`config.mk`:
```
export PLATFORM = sky130hd
export DESIGN_NAME = flit_receiver
export DESIGN_NICKNAME = d
export VERILOG_FILES = /design/src/rtl/flit_receiver.sv
export SDC_FILE = /design/constraint.sdc
export NUM_CORES = 1
export LEC_CHECK = 0
export ABC_CLOCK_PERIOD_IN_PS = 2500
export CORE_MARGIN = 3
export CORE_UTILIZATION = 47
export CTS_CLUSTER_DIAMETER = 100
export CTS_CLUSTER_SIZE = 8
export DETAILED_ROUTE_END_ITERATION = 10
export PLACE_DENSITY = 0.84
export SETUP_SLACK_MARGIN = 0.02
export SLEW_MARGIN = 20
export SYNTH_ARGS = -nofsm -noshare
export SYNTH_HDL_FRONTEND = slang
export SYNTH_SLANG_ARGS = --single-unit
```
`constraint.sdc`:
```
create_clock -name clk -period 2.5 [get_ports clk]
set_clock_uncertainty 0.2 [all_clocks]
set_input_delay 0.5 -clock clk [delete_from_list [all_inputs] [get_ports clk]]
set_output_delay 0.5 -clock clk [all_outputs]
set_load 0.05 [all_outputs]
```
`src/rtl/flit_receiver.sv`:
```
// Byte-link receive end: deserialises bytes into FLIT_BYTES-wide flits, checks the
// trailing XOR checksum, buffers one good flit and counts dropped (bad/stalled) flits.
module flit_receiver #(
    parameter int unsigned FLIT_BYTES     = 8,
    parameter int unsigned TIMEOUT_CYCLES = 1024
) (
    input  logic                    clk,
    input  logic                    rst_n,
    input  logic                    byte_valid_i,
    input  logic [7:0]              byte_i,
    output logic                    byte_ready_o,
    output logic                    flit_valid_o,
    output logic [FLIT_BYTES*8-1:0] flit_o,
    input  logic                    flit_ready_i,
    output logic                    crc_err_o,
    output logic                    timeout_o,
    output logic [7:0]              err_cnt_o
);

    localparam int unsigned IW = $clog2(FLIT_BYTES);
    localparam int unsigned CW = $clog2(TIMEOUT_CYCLES + 1);
    localparam logic [IW-1:0] LAST_IDX = IW'(FLIT_BYTES - 1);
    localparam logic [CW-1:0] TO_LAST  = CW'(TIMEOUT_CYCLES - 1);

    localparam logic [1:0] S_IDLE    = 2'd0;
    localparam logic [1:0] S_COLLECT = 2'd1;
    localparam logic [1:0] S_HOLD    = 2'd2;

    logic [1:0]              r_state;
    logic                    r_alive;
    logic [IW-1:0]           r_idx;
    logic [7:0]              r_xor;
    logic [CW-1:0]           r_idle;
    logic [FLIT_BYTES*8-1:0] r_flit;
    logic                    r_crc_err;
    logic                    r_timeout;
    logic [7:0]              r_err_cnt;

    logic w_accept;
    logic w_last;
    logic w_xor_ok;
    logic w_stall;
    logic w_err;

    // r_alive holds ready low while in reset and releases it on the first clock after.
    assign byte_ready_o = r_alive & (r_state != S_HOLD);
    assign flit_valid_o = (r_state == S_HOLD);
    assign flit_o       = r_flit;
    assign crc_err_o    = r_crc_err;
    assign timeout_o    = r_timeout;
    assign err_cnt_o    = r_err_cnt;

    assign w_accept = byte_valid_i & byte_ready_o;
    assign w_last   = w_accept & (r_idx == LAST_IDX);
    assign w_xor_ok = (r_xor == byte_i);
    assign w_stall  = (r_state == S_COLLECT) & ~w_accept & (r_idle == TO_LAST);
    assign w_err    = (w_last & ~w_xor_ok) | w_stall;

    always_ff @(posedge clk or negedge rst_n) begin
        if (!rst_n) begin
            r_state   <= S_IDLE;
            r_alive   <= 1'b0;
            r_idx     <= '0;
            r_xor     <= '0;
            r_idle    <= '0;
            r_flit    <= '0;
            r_crc_err <= 1'b0;
            r_timeout <= 1'b0;
            r_err_cnt <= '0;
        end else begin
            r_alive   <= 1'b1;
            r_crc_err <= 1'b0;
            r_timeout <= 1'b0;
            if (r_state == S_HOLD) begin
                if (flit_ready_i) begin
                    r_state <= S_IDLE;
                end
            end else if (w_accept) begin
                r_flit[r_idx*8 +: 8] <= byte_i;
                r_idle <= '0;
                if (w_last) begin
                    r_idx <= '0;
                    r_xor <= '0;
                    if (w_xor_ok) begin
                        r_state <= S_HOLD;
                    end else begin
                        r_state   <= S_IDLE;
                        r_crc_err <= 1'b1;
                    end
                end else begin
                    r_idx   <= r_idx + 1'b1;
                    r_xor   <= r_xor ^ byte_i;
                    r_state <= S_COLLECT;
                end
            end else if (r_state == S_COLLECT) begin
                if (w_stall) begin
                    r_state   <= S_IDLE;
                    r_timeout <= 1'b1;
                    r_idx     <= '0;
                    r_xor     <= '0;
                    r_idle    <= '0;
                end else begin
                    r_idle <= r_idle + 1'b1;
                end
            end
            if (w_err && (r_err_cnt != 8'hFF)) begin
                r_err_cnt <= r_err_cnt + 1'b1;
            end
        end
    end

endmodule

```
==> results of run 1 <==
[power by group through the flow]
stage          registers (uW)  logic, uW  clock network (uW)
2_1_floorplan            3740        837                   0
3_3_place_gp             2400       3350                   0
3_5_place_dp             2410       3420                   0
4_1_cts                  2390       3440                1050
5_1_grt                  2460       3640                1100
6_report                 2400       3430                1020
[cells in the final DEF (no fill, tap or decap), types with 3 or more instances in the layout]
cell type and instances:
sky130_fd_sc_hd__nand2_1 110, sky130_fd_sc_hd__dfrtp_1 98, sky130_fd_sc_hd__clkdlybuf4s50_1 84, sky130_fd_sc_hd__o21ai_0 63, sky130_fd_sc_hd__buf_4 29, sky130_fd_sc_hd__nor2_1 24
sky130_fd_sc_hd__inv_1 14, sky130_fd_sc_hd__nand3_1 13, sky130_fd_sc_hd__xor2_1 12, sky130_fd_sc_hd__mux2_2 12, sky130_fd_sc_hd__ha_1 10, sky130_fd_sc_hd__clkbuf_8 9
sky130_fd_sc_hd__nand3b_1 8, sky130_fd_sc_hd__mux2i_1 8, sky130_fd_sc_hd__xnor2_1 7, sky130_fd_sc_hd__nor3_1 4, sky130_fd_sc_hd__nand4_1 3
[layer usage]
| layer | global-route usage (%) | up-vias |
|---|---|---|
| li1 | - | 1713 |
| met1 | 27.1 | 1790 |
| met2 | 35.5 | 109 |
| met3 | 5.28 | 13 |
| met4 | 4.94 | 0 |
| met5 | 0 | - |
[worst paths after layout]
check,startpoint,cells past startpoint,slack (ns),end
worst max-delay path,err_cnt_o[5],1,0.15,err_cnt_o[5]
worst min-delay path,flit_o[44],2,0.28,flit_o[44]
worst max register to register,r_idx[1],6,0.18,flit_o[4]
worst min register to register,flit_o[44],2,0.28,flit_o[44]
max in group asynchronous,rst_n,3,0.97,flit_o[63]
min in group asynchronous,rst_n,2,0.48,flit_o[60]
[cell type report]
| cell class | count | area [sq um] | share of cell area (%) |
|---|---|---|---|
| Sequential cell | 99 | 2480 | 42.0 |
| Multi-Input combinational cell | 317 | 1920 | 32.6 |
| Timing Repair Buffer | 115 | 1090 | 18.5 |
| Tap cell | 129 | 161 | 2.74 |
| Clock buffer | 10 | 128 | 2.16 |
| Clock inverter | 5 | 62.6 | 1.06 |
| Inverter | 14 | 52.6 | 0.891 |
[flip-flops by register name, indices dropped and copies added (netlist names)]
name / flops
flit_o: 64
r_idle: 11
err_cnt_o: 8
r_xor: 8
r_idx: 3
r_state: 2
crc_err_o: 1
r_alive: 1
timeout_o: 1
[through the flow]
| step | instances | setup WS, ns | total power (uW) |
|---|---|---|---|
| detailed placement | 673 | -0.130 | 5830 |
| floorplan | 449 | 0.101 | 4570 |
| CTS | 689 | 0.0210 | 6880 |
| global route | 689 | 0.0553 | 7200 |
| finish | 689 | 0.146 | 6850 |
| global placement | 673 | -0.0726 | 5740 |
[worst min-delay path, delay by kind of cell (launching register included)]
| family | cells | cell delay [ns] |
|---|---|---|
| AND/OR/NAND/NOR | 1 | 0.05 |
| flip-flops | 1 | 0.35 |
| AO/OA/AOI/OAI | 1 | 0.06 |
[kinds of logic after synthesis]
kind of cell	count (synthesis)	share of synthesized area, %
and+or+nand+nor	189	20.5
adders and majority gates	12	3.22
xor gates and xnor gates	19	3.69
DFF	99	54.9
muxes	21	5.10
buffers and inverters	33	3.02
other	1	0.0831
AOI/OAI and AO/OA	75	9.49
[timing repair]
action                                 in CTS  in global routing
hold buffers                                1                  0
gates resized for setup                     2                  2
endpoints found under the hold margin      39                  0
pin swaps                                   0                  1
setup endpoints to repair                   9                  9
==> out/summary.json, run 1 <==
{
  "run_status": {
    "outcome": "complete, no violations"
  },
  "pwr": {
    "pwr_density_cell_nw_per_um2": 1160,
    "vdd.ir_drop.worst_mv": 0.994,
    "intPower_uw": 3680,
    "p_sw_share_pct": 46.3,
    "pwr-share-clk_pct": 14.9,
    "p_leak_uw": 0.00259,
    "combinationalPowerShare_pct": 50.1,
    "sequentialPowerShare_pct": 35.0,
    "total_switching_power_uw": 3170
  },
  "worst_setup_path": {
    "critical_path.cell_chain": "clkdlybuf4s50_1",
    "cp.buffers_inverters": 1,
    "cp_max_fo": 5,
    "max_stage_delay_ns": 0.84,
    "critical_path.top_delay_family": "buffers and inverters",
    "start_kind": "flop",
    "critPathRequiredTime_ns": 1.80,
    "critical_path.slowest_cell": "sky130_fd_sc_hd__clkdlybuf4s50_1",
    "worst-endpoint-arrival_ns": 1.65,
    "worstSetupPathType": "reg -> out",
    "critPathCaptureType": "primary output"
  },
  "clocking": {
    "postCtsSetupBuffers": 0,
    "cts.sink_count": 99,
    "cts-root-to-sink-buffers": 2,
    "clock-root-buffer": "sky130_fd_sc_hd__clkbuf_8",
    "tritoncts": "built",
    "clock_tree.htree_level_count": 3,
    "cts-buffers-inserted": 9,
    "worst_skew_pair.late_latency_ns": 0.35,
    "worst_setup_hold_path_clk_slew_ns": 0.09
  },
  "routing": {
    "m1WireLength_um": 4820,
    "wl_met2_um": 5450,
    "route.vias.total": 3625,
    "final_antenna_net_count": 0,
    "detail_route.first_pass.iterations": 4,
    "post_detailed_route_via_to_cell_ratio": 5.26,
    "drc_marker_count_from_the_first_detailed_route_iteration": 273,
    "drt-total-wl_um": 11000,
    "route.met3.wl_um": 650,
    "routedWlPerCell_um": 16.0,
    "remaining_drc_errors": 0,
    "top_signal_layer_used": "met4"
  },
  "logic_synthesis": {
    "total_nets_after_synthesis": 471,
    "synth.top_cells.by_count": "sky130_fd_sc_hd__nand2_1, sky130_fd_sc_hd__dfrtp_1, sky130_fd_sc_hd__o21ai_0",
    "synth_area_per_cell_sq_um": 10.0,
    "synth.distinct_cells": 50,
    "synth-warning-count": 0,
    "dominantRegCellSynth": "sky130_fd_sc_hd__dfrtp_1",
    "synth-edff-count": 0,
    "ys_seq_elements": 99,
    "syn_area_sq_um": 4510,
    "postSynthCellCount": 449,
    "synth_largest_area_cell": "sky130_fd_sc_hd__dfrtp_1",
    "post-synth-top-area-fraction_pct": 54.9,
    "synth_async_sr_flop_share_pct": 100,
    "synth.yosys.seq_area_share_pct": 54.9,
    "post-synth-top-count-cell": "sky130_fd_sc_hd__nand2_1",
    "synth.area.top_cells": "sky130_fd_sc_hd__dfrtp_1, sky130_fd_sc_hd__nand2_1, sky130_fd_sc_hd__o21ai_0"
  },
  "place": {
    "gp_congestion": 0.891,
    "port_buffers": 87,
    "post_dp_cell_area_sq_um": 5670,
    "post-dp-hpwl_um": 8020
  },
  "global_routing": {
    "grt_overflow_total": 0,
    "groute.usage.overall_pct": 20.9,
    "vias_in_the_first_global_route": 3697,
    "grt_first_pass_wirelength_um": 18300,
    "grt_start_max_net_pins": 43,
    "antenna_found_initial": 0
  },
  "run": {
    "timing.max_cap.violations": 0
  },
  "floorplan": {
    "die_area_sq_um": 10800,
    "start_util_pct": 48.6,
    "fp.dieH_um": 104,
    "floorplan.die.width_um": 104,
    "row_count": 35,
    "io-pin-count": 88,
    "core_sq_um": 9280
  },
  "cells_and_area": {
    "post_route_cells_drive_above_1_share_pct": 14.1,
    "post-route-util_pct": 63.5,
    "design_area_sq_um": 5900,
    "antennaDiodeCount": 0,
    "fillerInstances": 769,
    "nets": 578,
    "flow.area_growth_from_synthesis_pct": 30.7
  },
  "timing": {
    "tightestPinTransition_ns": 0.757,
    "grt_setup_unrepaired": "false",
    "finalWorstPathRequiredPeriod_ns": 2.35,
    "setup-tns-final_ns": 0,
    "timing.final.hold_violations": 0,
    "fin_worst_hold_slack_ns": 0.284,
    "finalCritPeriodShare_pct": 94.2,
    "finalSetupViolations": 0,
    "slew_violations": 0,
    "relSlewSlack_pct": 49.4,
    "achievable-frequency_ghz": 0.425
  },
  "hold_path": {
    "hold_path_class": "reg -> reg"
  }
}
Note: power is estimated with default switching activity, not from simulation.
==> run 2, diff against run 1 <==
- CORE_UTILIZATION: 47 -> 30
- PLACE_DENSITY: 0.84 -> 0.61
- SLEW_MARGIN: 20 -> 40
==> run 2 against run 1 <==
  * Power up 5.7%
  * Largest power group unchanged
  * Final cell count is 9.0% higher
  * Register-to-register slack improved by 0.02 ns
  * Flip-flop and latch count is the same
  * Utilization fell by 22 points
  * Sequential share of layout area decreased by 1.5 points
==> out/summary.json, run 2 (synthesized netlist as in run 1, its figures left out) <==
{
  "place": {
    "port_buffers": {"value": 87, "change": "unchanged"},
    "post-dp-hpwl": {"value": 8480, "unit": "um", "change": "+5.8%"},
    "gp_congestion": {"value": 0.826, "change": "-7.3%"}
  },
  "clocking": {
    "cts-root-to-sink-buffers": {"value": 2, "change": "unchanged"},
    "clock-root-buffer": "sky130_fd_sc_hd__clkbuf_16",
    "tritoncts": "built",
    "worst_setup_hold_path_clk_slew": {"value": 0.07, "unit": "ns", "change": "-0.02 ns"},
    "worst_skew_pair.late_latency": {"value": 0.35, "unit": "ns", "change": "about the same"},
    "cts.sink_count": {"value": 99, "change": "unchanged"},
    "cts-buffers-inserted": {"value": 9, "change": "unchanged"},
    "clock_tree.htree_level_count": {"value": 3, "change": "unchanged"}
  },
  "global_routing": {
    "groute.usage.overall": {"value": 14.8, "unit": "%", "change": "-6.1 points"},
    "vias_in_the_first_global_route": {"value": 3765, "change": "+1.8%"},
    "grt_first_pass_wirelength": {"value": 19400, "unit": "um", "change": "+6.2%"},
    "antenna_found_initial": {"value": 0, "change": "unchanged"},
    "grt_start_max_net_pins": {"value": 48, "change": "+12%"},
    "grt_overflow_total": {"value": 0, "change": "unchanged"}
  },
  "timing": {
    "achievable-frequency": {"value": 0.429, "unit": "GHz", "change": "+0.91%"},
    "setup-tns-final": {"value": 0, "unit": "ns", "change": "unchanged"},
    "finalSetupViolations": {"value": 0, "change": "unchanged"},
    "tightestPinTransition": {"value": 0.765, "unit": "ns", "change": "+0.00862 ns"},
    "finalCritPeriodShare": {"value": 93.3, "unit": "%", "change": "-0.85 points"},
    "timing.final.hold_violations": {"value": 0, "change": "unchanged"},
    "slew_violations": {"value": 0, "change": "unchanged"},
    "grt_setup_unrepaired": "false",
    "finalWorstPathRequiredPeriod": {"value": 2.33, "unit": "ns", "change": "-0.0212 ns"},
    "fin_worst_hold_slack": {"value": 0.283, "unit": "ns", "change": "-0.00161 ns"},
    "relSlewSlack": {"value": 48.8, "unit": "%", "change": "-0.58 points"}
  },
  "worst_setup_path": {
    "start_kind": "flop",
    "rr_endpoint": "flit_o[2]",
    "max_stage_delay": {"value": 0.85, "unit": "ns", "change": "about the same"},
    "cp_launch_point": "err_cnt_o[2]",
    "reg2reg_depth": {"value": 7, "change": "+1"},
    "timing_endpoint_of_the_critical_path": "err_cnt_o[2]",
    "setup.reg_to_reg.worst_slack": {"value": 0.20, "unit": "ns", "change": "+0.02 ns"},
    "critical_path.cell_chain": "clkdlybuf4s50_1",
    "worstSetupPathType": "reg -> out",
    "critPathRequiredTime": {"value": 1.80, "unit": "ns", "change": "about the same"},
    "critPathCaptureType": "primary output",
    "critical_path.slowest_cell": "sky130_fd_sc_hd__clkdlybuf4s50_1",
    "cp.buffers_inverters": {"value": 1, "change": "unchanged"},
    "critical_path.top_delay_family": "buffers and inverters",
    "worst-endpoint-arrival": {"value": 1.63, "unit": "ns", "change": "-0.02 ns"},
    "cp_max_fo": {"value": 6, "change": "+1"},
    "worstSetupPathDepth": {"value": 1, "change": "unchanged"},
    "reg2reg_from": "r_idx[1]"
  },
  "routing": {
    "post_detailed_route_via_to_cell_ratio": {"value": 4.76, "change": "-9.5%"},
    "drc_marker_count_from_the_first_detailed_route_iteration": {"value": 188, "change": "-31%"},
    "routedWlPerCell": {"value": 15.6, "unit": "um", "change": "-2.8%"},
    "drt-total-wl": {"value": 11700, "unit": "um", "change": "+6.0%"},
    "detail_route.first_pass.iterations": {"value": 5, "change": "+1"},
    "final_antenna_net_count": {"value": 0, "change": "unchanged"},
    "remaining_drc_errors": {"value": 0, "change": "unchanged"},
    "route.vias.total": {"value": 3574, "change": "-1.4%"}
  },
  "cells_and_area": {
    "post_route_cells_drive_above_1_share": {"value": 14.5, "unit": "%", "change": "+0.35 points"},
    "largest_register_ff_count": {"value": 64, "change": "unchanged"},
    "flow.area_growth_from_synthesis_pct": 35.5,
    "most_common_cell_after_layout_fill_and_taps_aside": "sky130_fd_sc_hd__nand2_1",
    "fillerInstances": {"value": 1401, "change": "+82%"},
    "nets": {"value": 584, "change": "+1.0%"},
    "final_cell_mix": "sky130_fd_sc_hd__nand2_1, sky130_fd_sc_hd__dfrtp_1, sky130_fd_sc_hd__clkdlybuf4s50_1",
    "antennaDiodeCount": {"value": 0, "change": "unchanged"}
  },
  "floorplan": {
    "io-pin-count": {"value": 88, "change": "unchanged"},
    "start_util": {"value": 30.8, "unit": "%", "change": "-18 points"},
    "row_count": {"value": 44, "change": "+26%"},
    "fp.dieH": {"value": 129, "unit": "um", "change": "+24%"},
    "core": {"value": 14600, "unit": "sq um", "change": "+58%"},
    "floorplan.die.width": {"value": 129, "unit": "um", "change": "+24%"},
    "die_area": {"value": 16500, "unit": "sq um", "change": "+53%"}
  },
  "pwr": {
    "pwr_density_cell": {"value": 1180, "unit": "nW/um^2", "change": "+2.0%"},
    "post-layout-total-power": {"value": 7240, "unit": "uW", "change": "+5.7%"},
    "vdd.ir_drop.worst": {"value": 0.748, "unit": "mV", "change": "-25%"},
    "p_leak": {"value": 0.00268, "unit": "uW", "change": "+3.4%"}
  },
  "run": {
    "timing.max_cap.violations": {"value": 0, "change": "unchanged"}
  },
  "hold_path": {
    "hold_path_class": "reg -> reg"
  },
  "run_status": {
    "outcome": "complete, no violations"
  }
}
run 2: cell count changes in the layout (fill, tap and decap cells not counted), moves of 2 or more:
cell / previous run / this run
sky130_fd_sc_hd__nand3_1: 13 / 15
sky130_fd_sc_hd__clkbuf_8: 9 / 1
sky130_fd_sc_hd__buf_4: 29 / 34
sky130_fd_sc_hd__clkinvlp_4: 2 / 0
sky130_fd_sc_hd__nand3_2: 2 / 0
sky130_fd_sc_hd__clkinv_2: 0 / 2
sky130_fd_sc_hd__clkbuf_16: 0 / 9
run 2: layout make-up:
class,instances,area (sq um),share of cell area (%)
clock buffer,12,246,4.03
clock inverter,4,48.8,0.799
inverter,14,52.6,0.860
multi-input combinational,317,1910,31.2
sequential,99,2480,40.6
tap,184,230,3.77
timing repair buffer,121,1150,18.8
run 2: per-layer routing:
layer | vias up | track usage (%) | routed length, um
met5 | - | 0 | 0
met2 | 98 | 23.2 | 5500
met3 | 13 | 4.73 | 761
met4 | 0 | 4.08 | 131
li1 | 1728 | - | -
met1 | 1735 | 19.9 | 5310
run 2: how the worst min path moves through the flow:
stage,from,endpoint,slack [ns],cells after the start
2_1_floorplan,rst_n,crc_err_o,0.004,0
3_3_place_gp,flit_o[40],flit_o[40],0.26,2
3_5_place_dp,flit_o[23],flit_o[23],0.28,2
4_1_cts,flit_o[23],flit_o[23],0.29,2
5_1_grt,flit_o[49],flit_o[49],0.32,2
6_report,flit_o[23],flit_o[23],0.28,2
run 2: power by group:
part           leakage [uW]  internal [uW]  switching [uW]
clock              0.000147            805             601
combinational       0.00120           1160            2280
sequential          0.00133           2070             329
run 2: per-stage QoR:
step,cells,utilization [%],cell area (sq um),worst slack [ns]
finish,751,41.7,6110,0.167
global route,751,41.7,6110,0.0846
CTS,750,41.6,6090,0.132
detailed placement,733,39.5,5780,-0.199
global placement,733,39.4,5770,-0.149
floorplan,449,-,4510,0.101
run 2: repair_timing:
item | in CTS | in global routing
hold endpoints to repair | 37 | 0
buffers inserted | 0 | 1
hold buffers | 1 | 0
gates resized for setup | 0 | 1
setup endpoints to repair | 0 | 14
run 2: worst min-delay path: stages (launching register included):
cell and delay [ns]:
sky130_fd_sc_hd__dfrtp_1 0.34, sky130_fd_sc_hd__nand2_1 0.04, sky130_fd_sc_hd__o21ai_0 0.06
==> run 3, diff against run 2 <==
- CORE_ASPECT_RATIO: default -> 0.8
==> run 3 against run 2 <==
  * Clock power rose by 9%
  * Hold slack got worse by 0.0035 ns
  * Sequential power barely moved
  * Worst setup slack got worse by 0.020 ns
==> out/summary.json, run 3 (synthesized netlist as in run 1, its figures left out) <==
{
  "floorplan": {
    "io-pin-count": {"value": 88, "change": "unchanged"},
    "row_count": {"value": 39, "change": "-11%"},
    "fp.dieH": {"value": 116, "unit": "um", "change": "-10%"},
    "die_area": {"value": 16600, "unit": "sq um", "change": "about the same"},
    "core": {"value": 14500, "unit": "sq um", "change": "-1.0%"},
    "floorplan.die.width": {"value": 143, "unit": "um", "change": "+11%"},
    "start_util": {"value": 31.1, "unit": "%", "change": "+0.32 points"}
  },
  "timing": {
    "finalCritPeriodShare": {"value": 94.1, "unit": "%", "change": "+0.78 points"},
    "slew_violations": {"value": 0, "change": "unchanged"},
    "achievable-frequency": {"value": 0.425, "unit": "GHz", "change": "-0.83%"},
    "timing.final.hold_violations": {"value": 0, "change": "unchanged"},
    "finalSetupViolations": {"value": 0, "change": "unchanged"},
    "tightestPinTransition": {"value": 0.766, "unit": "ns", "change": "+0.00102 ns"},
    "finalWorstPathRequiredPeriod": {"value": 2.35, "unit": "ns", "change": "+0.0196 ns"},
    "fin_worst_hold_slack": {"value": 0.279, "unit": "ns", "change": "-0.00351 ns"},
    "relSlewSlack": {"value": 48.7, "unit": "%", "change": "-0.068 points"},
    "setup-tns-final": {"value": 0, "unit": "ns", "change": "unchanged"},
    "grt_setup_unrepaired": "false"
  },
  "global_routing": {
    "grt_overflow_total": {"value": 0, "change": "unchanged"},
    "grt_start_max_net_pins": {"value": 45, "change": "-6.3%"},
    "groute.usage.overall": {"value": 14.3, "unit": "%", "change": "-0.49 points"},
    "vias_in_the_first_global_route": {"value": 3614, "change": "-4.0%"},
    "antenna_found_initial": {"value": 0, "change": "unchanged"},
    "grt_first_pass_wirelength": {"value": 18600, "unit": "um", "change": "-4.2%"}
  },
  "run_status": {
    "outcome": "complete, no violations"
  },
  "clocking": {
    "worst_skew_pair.late_latency": {"value": 0.34, "unit": "ns", "change": "about the same"},
    "clock_tree.htree_level_count": {"value": 3, "change": "unchanged"},
    "cts-buffers-inserted": {"value": 9, "change": "unchanged"},
    "cts.sink_count": {"value": 99, "change": "unchanged"},
    "worst_setup_hold_path_clk_slew": {"value": 0.07, "unit": "ns", "change": "about the same"},
    "clock-root-buffer": "sky130_fd_sc_hd__clkbuf_16",
    "tritoncts": "built",
    "postCtsSetupBuffers": {"value": 0, "change": "unchanged"},
    "cts-root-to-sink-buffers": {"value": 2, "change": "unchanged"}
  },
  "worst_setup_path": {
    "worst-endpoint-arrival": {"value": 1.65, "unit": "ns", "change": "+0.02 ns"},
    "max_stage_delay": {"value": 0.88, "unit": "ns", "change": "+0.03 ns"},
    "critical_path.top_delay_family": "buffers and inverters",
    "start_kind": "flop",
    "cp_max_fo": {"value": 5, "change": "-1"},
    "cp.buffers_inverters": {"value": 1, "change": "unchanged"},
    "critPathRequiredTime": {"value": 1.80, "unit": "ns", "change": "about the same"},
    "critical_path.cell_chain": "clkdlybuf4s50_1",
    "critPathCaptureType": "primary output",
    "critical_path.slowest_cell": "sky130_fd_sc_hd__clkdlybuf4s50_1",
    "worstSetupPathType": "reg -> out"
  },
  "routing": {
    "route.vias.total": {"value": 3604, "change": "+0.84%"},
    "detail_route.first_pass.iterations": {"value": 4, "change": "-1"},
    "routedWlPerCell": {"value": 15.6, "unit": "um", "change": "about the same"},
    "final_antenna_net_count": {"value": 0, "change": "unchanged"},
    "remaining_drc_errors": {"value": 0, "change": "unchanged"},
    "drc_marker_count_from_the_first_detailed_route_iteration": {"value": 115, "change": "-39%"},
    "post_detailed_route_via_to_cell_ratio": {"value": 4.81, "change": "+0.97%"},
    "drt-total-wl": {"value": 11700, "unit": "um", "change": "-0.21%"}
  },
  "pwr": {
    "p_leak": {"value": 0.00269, "unit": "uW", "change": "+0.34%"},
    "pwr_density_cell": {"value": 1200, "unit": "nW/um^2", "change": "+1.2%"},
    "vdd.ir_drop.worst": {"value": 0.565, "unit": "mV", "change": "-24%"}
  },
  "cells_and_area": {
    "most_common_cell_after_layout_fill_and_taps_aside": "sky130_fd_sc_hd__nand2_1",
    "largest_register_ff_count": {"value": 64, "change": "unchanged"},
    "final_cell_mix": "sky130_fd_sc_hd__nand2_1, sky130_fd_sc_hd__dfrtp_1, sky130_fd_sc_hd__clkdlybuf4s50_1",
    "finish.cell_count_without_fillers": {"value": 750, "change": "-0.13%"},
    "post_route_cells_drive_above_1_share": {"value": 14.8, "unit": "%", "change": "+0.38 points"},
    "fillerInstances": {"value": 1362, "change": "-2.8%"},
    "flow.area_growth_from_synthesis_pct": 36.1,
    "design_area": {"value": 6140, "unit": "sq um", "change": "+0.47%"},
    "antennaDiodeCount": {"value": 0, "change": "unchanged"},
    "nets": {"value": 583, "change": "-0.17%"}
  },
  "place": {
    "post-dp-hpwl": {"value": 8710, "unit": "um", "change": "+2.7%"},
    "gp_congestion": {"value": 0.833, "change": "+0.81%"},
    "post_dp_cell_area": {"value": 5780, "unit": "sq um", "change": "unchanged"},
    "port_buffers": {"value": 87, "change": "unchanged"},
    "placed_cells": {"value": 733, "change": "unchanged"}
  },
  "run": {
    "timing.max_cap.violations": {"value": 0, "change": "unchanged"}
  },
  "hold_path": {
    "hold_path_class": "reg -> reg"
  }
}
run 3: cell count changes in the layout (fill, tap and decap cells not counted), sizes merged:
cell,change
buf,-1
bufinv,+1
clkbuf,-1
clkinvlp,+1
inv,-1
run 3: routing by layer:
layer | wire length [um] | track usage [%] | share of wire (%)
met1 | 5720 | 19.9 | 49
met2 | 5270 | 22.4 | 45
met3 | 512 | 3.42 | 4.4
met4 | 172 | 4.31 | 1.5
met5 | 0 | 0 | 0
run 3: per-stage QoR:
stage / setup WS, ns / utilization [%] / total power [uW]
floorplan: 0.101 / - / 4570
global placement: -0.122 / 39.8 / 5790
detailed placement: -0.132 / 39.9 / 5870
CTS: 0.127 / 42.3 / 7420
global route: 0.0736 / 42.4 / 7750
finish: 0.148 / 42.4 / 7360
run 3: worst paths after layout:
path	start	endpoint	slack (ns)	cells after the start
min	flit_o[16]	flit_o[16]	0.28	2
max in group asynchronous	rst_n	r_state[0]	0.96	3
max	err_cnt_o[6]	err_cnt_o[6]	0.15	1
min in group asynchronous	rst_n	flit_o[17]	0.47	2
max reg2reg	r_idx[1]	flit_o[34]	0.21	7
min reg2reg	flit_o[16]	flit_o[16]	0.28	2
run 3: power breakdown:
part | total (uW) | switching, uW | internal [uW]
Clock | 1530 | 595 | 935
Combinational | 3450 | 2290 | 1160
Sequential | 2380 | 315 | 2070
run 3: worst reg2reg max path, stage by stage (launching register included):
cell and delay, ns:
sky130_fd_sc_hd__dfrtp_2 0.43, sky130_fd_sc_hd__inv_1 0.09, sky130_fd_sc_hd__ha_1 0.22, sky130_fd_sc_hd__ha_1 0.39, sky130_fd_sc_hd__nor2b_1 0.20, sky130_fd_sc_hd__nand3_1 0.14
sky130_fd_sc_hd__nor2_4 0.30, sky130_fd_sc_hd__mux2i_1 0.25
run 3: layout make-up:
| class | count | area, sq um | area share, % |
|---|---|---|---|
| flip-flops and latches | 99 | 2480 | 40.4 |
| clock inverters | 5 | 85.1 | 1.39 |
| multi-input cells | 317 | 1910 | 31.2 |
| inverters | 14 | 52.6 | 0.856 |
| well taps | 184 | 230 | 3.75 |
| clock buffers | 11 | 253 | 4.12 |
| repair buffers | 120 | 1130 | 18.3 |
run 3: what timing repair did:
item | 4_1_cts | 5_1_grt
setup endpoints to repair | 0 | 9
hold buffers | 1 | 0
endpoints found under the hold margin | 36 | 0
resized for setup | 0 | 2
